==> config.mk <==
export PLATFORM = sky130hd
export DESIGN_NAME = draw_queue
export DESIGN_NICKNAME = d
export VERILOG_FILES = /design/src/rtl/draw_queue.sv
export SDC_FILE = /design/constraint.sdc
export NUM_CORES = 1
export LEC_CHECK = 0
export CORE_MARGIN = 1
export CORE_UTILIZATION = 45
export DETAILED_ROUTE_END_ITERATION = 12
export PLACE_DENSITY = 0.67
export SYNTH_ARGS = -nofsm -noshare
export SYNTH_HDL_FRONTEND = slang
export SYNTH_SLANG_ARGS = --single-unit
export TNS_END_PERCENT = 10
==> constraint.sdc <==
create_clock -name clk -period 3.8 [get_ports clk]
set_input_delay 0.57 -clock clk [delete_from_list [all_inputs] [get_ports clk]]
set_output_delay 0.57 -clock clk [all_outputs]
set_load 0.05 [all_outputs]
==> src/rtl/draw_queue.sv <==
// Draw-command queue: buffers changed grid cells from the scanner and presents
// them to the display writer as filled pixel rectangles over a valid/ready handshake.
module draw_queue #(
  parameter int DEPTH   = 8,
  parameter int CELL_PX = 20
) (
  input  logic        clk,
  input  logic        nrst,
  input  logic        enable,
  input  logic        diff,
  input  logic [3:0]  x,
  input  logic [3:0]  y,
  input  logic [2:0]  obj_code,
  input  logic        flush,
  input  logic        cmd_ready,
  output logic        cmd_valid,
  output logic [8:0]  cmd_x0,
  output logic [8:0]  cmd_x1,
  output logic [7:0]  cmd_y0,
  output logic [7:0]  cmd_y1,
  output logic [15:0] cmd_color,
  output logic [3:0]  fifo_count,
  output logic        overflow
);

  localparam int AW = $clog2(DEPTH);
  localparam int CW = AW + 1;

  typedef enum logic {IDLE, PRESENT} state_t;

  function automatic logic [9:0] cell_edge(input logic [3:0] c);
    return 10'(c) * 10'(CELL_PX);
  endfunction

  function automatic logic [15:0] obj_color(input logic [2:0] code);
    case (code)
      3'b001:  return 16'h07E0;
      3'b010:  return 16'h03E0;
      3'b011:  return 16'hF800;
      3'b100:  return 16'hFFFF;
      default: return 16'h0000;
    endcase
  endfunction

  state_t          state_q;
  logic [AW-1:0]   wr_ptr_q, wr_ptr_d;
  logic [AW-1:0]   rd_ptr_q, rd_ptr_d;
  logic [CW-1:0]   count_q, count_d;
  logic            ovf_q, ovf_d;
  logic [10:0]     mem_q [DEPTH];
  logic [10:0]     head;
  logic            push_req, push_ok, pop, full, nonempty;
  logic [8:0]      x0_q, x1_q;
  logic [7:0]      y0_q, y1_q;
  logic [15:0]     color_q;

  assign head = mem_q[rd_ptr_q];

  always_comb begin
    push_req = enable & diff & (y <= 4'd11) & ~flush;
    full     = (count_q == CW'(DEPTH));
    nonempty = (count_q != '0);
    // Output register reloads whenever it is empty or being handed off
    pop      = ~flush & nonempty & ((state_q == IDLE) | cmd_ready);
    push_ok  = push_req & (~full | pop);
    wr_ptr_d = wr_ptr_q;
    rd_ptr_d = rd_ptr_q;
    count_d  = count_q;
    ovf_d    = ovf_q;
    if (flush) begin
      wr_ptr_d = '0;
      rd_ptr_d = '0;
      count_d  = '0;
      ovf_d    = 1'b0;
    end else begin
      if (push_ok) wr_ptr_d = wr_ptr_q + AW'(1);
      if (pop)     rd_ptr_d = rd_ptr_q + AW'(1);
      count_d = count_q + CW'(push_ok) - CW'(pop);
      ovf_d   = ovf_q | (push_req & ~push_ok);
    end
  end

  always_ff @(posedge clk or negedge nrst) begin
    if (!nrst) begin
      wr_ptr_q <= '0;
      rd_ptr_q <= '0;
      count_q  <= '0;
      ovf_q    <= 1'b0;
    end else begin
      wr_ptr_q <= wr_ptr_d;
      rd_ptr_q <= rd_ptr_d;
      count_q  <= count_d;
      ovf_q    <= ovf_d;
    end
  end

  always_ff @(posedge clk) begin
    if (push_ok) mem_q[wr_ptr_q] <= {x, y, obj_code};
  end

  always_ff @(posedge clk or negedge nrst) begin
    if (!nrst) begin
      state_q <= IDLE;
      x0_q    <= '0;
      x1_q    <= '0;
      y0_q    <= '0;
      y1_q    <= '0;
      color_q <= '0;
    end else begin
      case (state_q)
        IDLE: if (pop) state_q <= PRESENT;
        PRESENT: if (!pop && cmd_ready) state_q <= IDLE;
        default: state_q <= IDLE;
      endcase
      if (pop) begin
        x0_q    <= 9'(cell_edge(head[10:7]));
        x1_q    <= 9'(cell_edge(head[10:7]) + 10'(CELL_PX - 1));
        y0_q    <= 8'(cell_edge(head[6:3]));
        y1_q    <= 8'(cell_edge(head[6:3]) + 10'(CELL_PX - 1));
        color_q <= obj_color(head[2:0]);
      end
    end
  end

  assign cmd_valid  = (state_q == PRESENT);
  assign cmd_x0     = x0_q;
  assign cmd_x1     = x1_q;
  assign cmd_y0     = y0_q;
  assign cmd_y1     = y1_q;
  assign cmd_color  = color_q;
  assign fifo_count = 4'(count_q);
  assign overflow   = ovf_q;

endmodule

==> results.yml <==
power_and_ir_drop:
  power_density_nw_per_um2: 859
  internal-power_mw: 3.79
  p_clk_frac: 0.290
  p_sw_frac: 0.372
  power_frac_comb: 0.414
  switching_power_mw: 2.24
  p_leak_nw: 2.64
  peakVddDrop_mv: 0.274
  power_frac_seq: 0.296
final_layout:
  antenna_cells: 0
  final_common_cell: "edfxtp_1"
  final_nets: 476
  drive_above_1_share: 0.185
  final_cell_mix: "edfxtp_1 (88), clkdlybuf4s50_1 (67), nand2_1 (50), dfrtp_1 (39), mux4_2 (21)"
  area.growth.synth_to_final_pct: 25.9
sta:
  slew_headroom: 0.406
  period_share: 0.861
  fmax_mhz: 306
  finClkSkew_ps: 9.19
  rsz0062_at_grt: "false"
  fin_ws_ps: 530
  timing.setup.tns_ps: 0
  tightest_slew_ps: 891
  finalHoldViolations: 0
  finalSetupViolCount: 0
  period_minus_slack_ps: 3270
  slew_viol_final: 0
drt:
  drt_wl_total_um: 10600
  route.vias.total: 3205
  drtAntennaViolNets: 0
  drt_iter0_markers: 204
  drt-wirelength-per-cell_um: 17.1
  firstDrtPassIters: 4
  post-route-drc-count: 0
  vias_per_cell: 5.16
floorplan:
  rows: 40
  initial_utilization: 0.463
  die_h_um: 113
  io_pins: 73
  dieArea_um2: 12900
  die_w_um: 113
  core_area_um2: 12100
yosys:
  synthArstFlopShare: 0.307
  synth_flop_cell: "edfxtp_1"
  seq_area_frac_synth: 0.648
  ys_types: 49
  synth_edf_count: 88
  ys_seq_elements: 127
  synth_warnings: 0
  synth.cell_area_um2: 5590
  synthCells: 369
  avgSynthCellArea_um2: 15.1
placement:
  post-place-ws_ps: 516
  place_hpwl_um: 7040
  globalplace.congestion: 0.739
  port_buffers: 68
global_routing:
  grt_start_max_net_pins: 40
  grt_pass1_wl_um: 17000
  grt_pass1_vias: 3081
  gr-total-overflow: 0
  antenna_found_initial: 0
  grt_use_total: 0.180
critical_path:
  worstPathArrival_ps: 3560
  cp-start-kind: "flip-flop"
  reg2reg_depth: 10
  cp-end-kind: "flip-flop"
  critPathMaxFanout: 23
  path_class: "flip-flop to flip-flop"
  cp.required_ps: 4090
clock_tree:
  cts-root-buf: "clkbuf_16"
  cts_tree: "built"
  ctsHoldBuffers: 0
  post_cts_buffers: 0
  clk_latency_ps: 410
  path_clk_slew_ps: 60
  htree_num_levels: 4
  cts_buffers: 17
  clock-sinks: 127
  cts_resized: 0
  cts_max_path_buffers: 2
flow_run:
  maxCapViolations: 0
status:
  status: "finished, final reports clean"
worst_hold_path:
  hold_path_class: "input port to async pin"
-- sequential cells by signal, summed over array words and instances, names as in the netlist --
register and count:
mem_q 88, cmd_x1 8, cmd_y1 6, cmd_x0 5, cmd_color 4, cmd_y0 4
fifo_count 4, rd_ptr_q 3, wr_ptr_q 3, cmd_valid 1, overflow 1
-- cells in the mapped netlist (2+ instances only) --
master | count | area [um^2]
mux2_2 | 10 | 113
fa_1 | 3 | 60.1
ha_1 | 16 | 200
buf_4 | 23 | 173
inv_1 | 10 | 37.5
nand4_1 | 2 | 12.5
a21oi_1 | 4 | 20.0
edfxtp_1 | 88 | 2640
o21ai_0 | 14 | 70.1
xnor2_1 | 3 | 26.3
nand2b_1 | 6 | 37.5
dfrtp_1 | 39 | 976
nor2b_1 | 3 | 18.8
mux4_2 | 21 | 473
nor2_1 | 16 | 60.1
mux2i_1 | 4 | 40.0
clkbuf_1 | 8 | 30.0
xor2_1 | 5 | 43.8
nand2_1 | 50 | 188
nor3_1 | 3 | 15.0
buf_2 | 3 | 15.0
nand3b_1 | 2 | 15.0
nand3_1 | 10 | 50.1
-- kinds of logic (layout without fill, tap and decap cells) --
kind of cell,Yosys count,in the layout,synth area share
flops,127,127,0.648
fa+ha+maj,19,19,0.0466
compound gates,28,28,0.0320
mux,37,37,0.119
buf+inv,47,128,0.0511
other cells,1,4,0.000671
xor+xnor,10,10,0.0208
simple gates,100,100,0.0822
-- power by group through the flow --
stage                     Combinational, mW  Clock (mW)  Sequential (mW)
after floorplan                        1.38           0             2.31
after global placement                 2.48           0             1.81
after detailed placement               2.51           0             1.82
after CTS                              2.53        1.78             1.79
after global routing                   2.70        1.85             1.81
final                                  2.50        1.75             1.79
-- cell type report --
cell class,count,area [um^2]
clock buffers,18,429
clock inverters,14,214
fillers,915,5030
inverters,10,37.5
multi-input cells,198,1700
flip-flops and latches,127,3620
well taps,168,210
repair buffers,86,823
-- through the flow --
stage	power (mW)	cell area, um^2	instances	hold WS, ps	utilization
3_3_place_gp	4.29	6390	589	461	0.530
2_1_floorplan	3.68	5600	372	274	-
5_1_grt	6.36	7030	621	351	0.583
3_5_place_dp	4.33	6390	589	465	0.530
4_1_cts	6.10	7030	621	315	0.583
6_report	6.04	7030	621	284	0.583
-- routing by layer --
layer	GRT usage	wire length [um]
met1	0.251	5040
met2	0.280	5020
met3	0.0452	462
met4	0.0623	105
met5	0	0
-- worst max-delay path, stage by stage, from the launching register on --
cell     delay (ps)
dfrtp_1         370
buf_12          220
mux4_2          510
mux2_2          360
ha_1            310
ha_1            220
inv_1            70
fa_1            470
nor2_1          140
xnor3_1         200
mux2_2          260
-- path summary, 6_finish.rpt --
kind | slack (ps) | endpoint | from
max in group asynchronous | 2960 | wr_ptr_q[0] | nrst
setup reg to reg | 530 | cmd_x1[7] | rd_ptr_q[0]
min in group clk | 470 | cmd_y0[6] | cmd_y0[6]
hold / removal | 280 | cmd_y1[6] | nrst
setup / recovery | 530 | cmd_x1[7] | rd_ptr_q[0]
hold reg to reg | 470 | cmd_y0[6] | cmd_y0[6]
No activity file was read; power rests on OpenSTA's default activity.
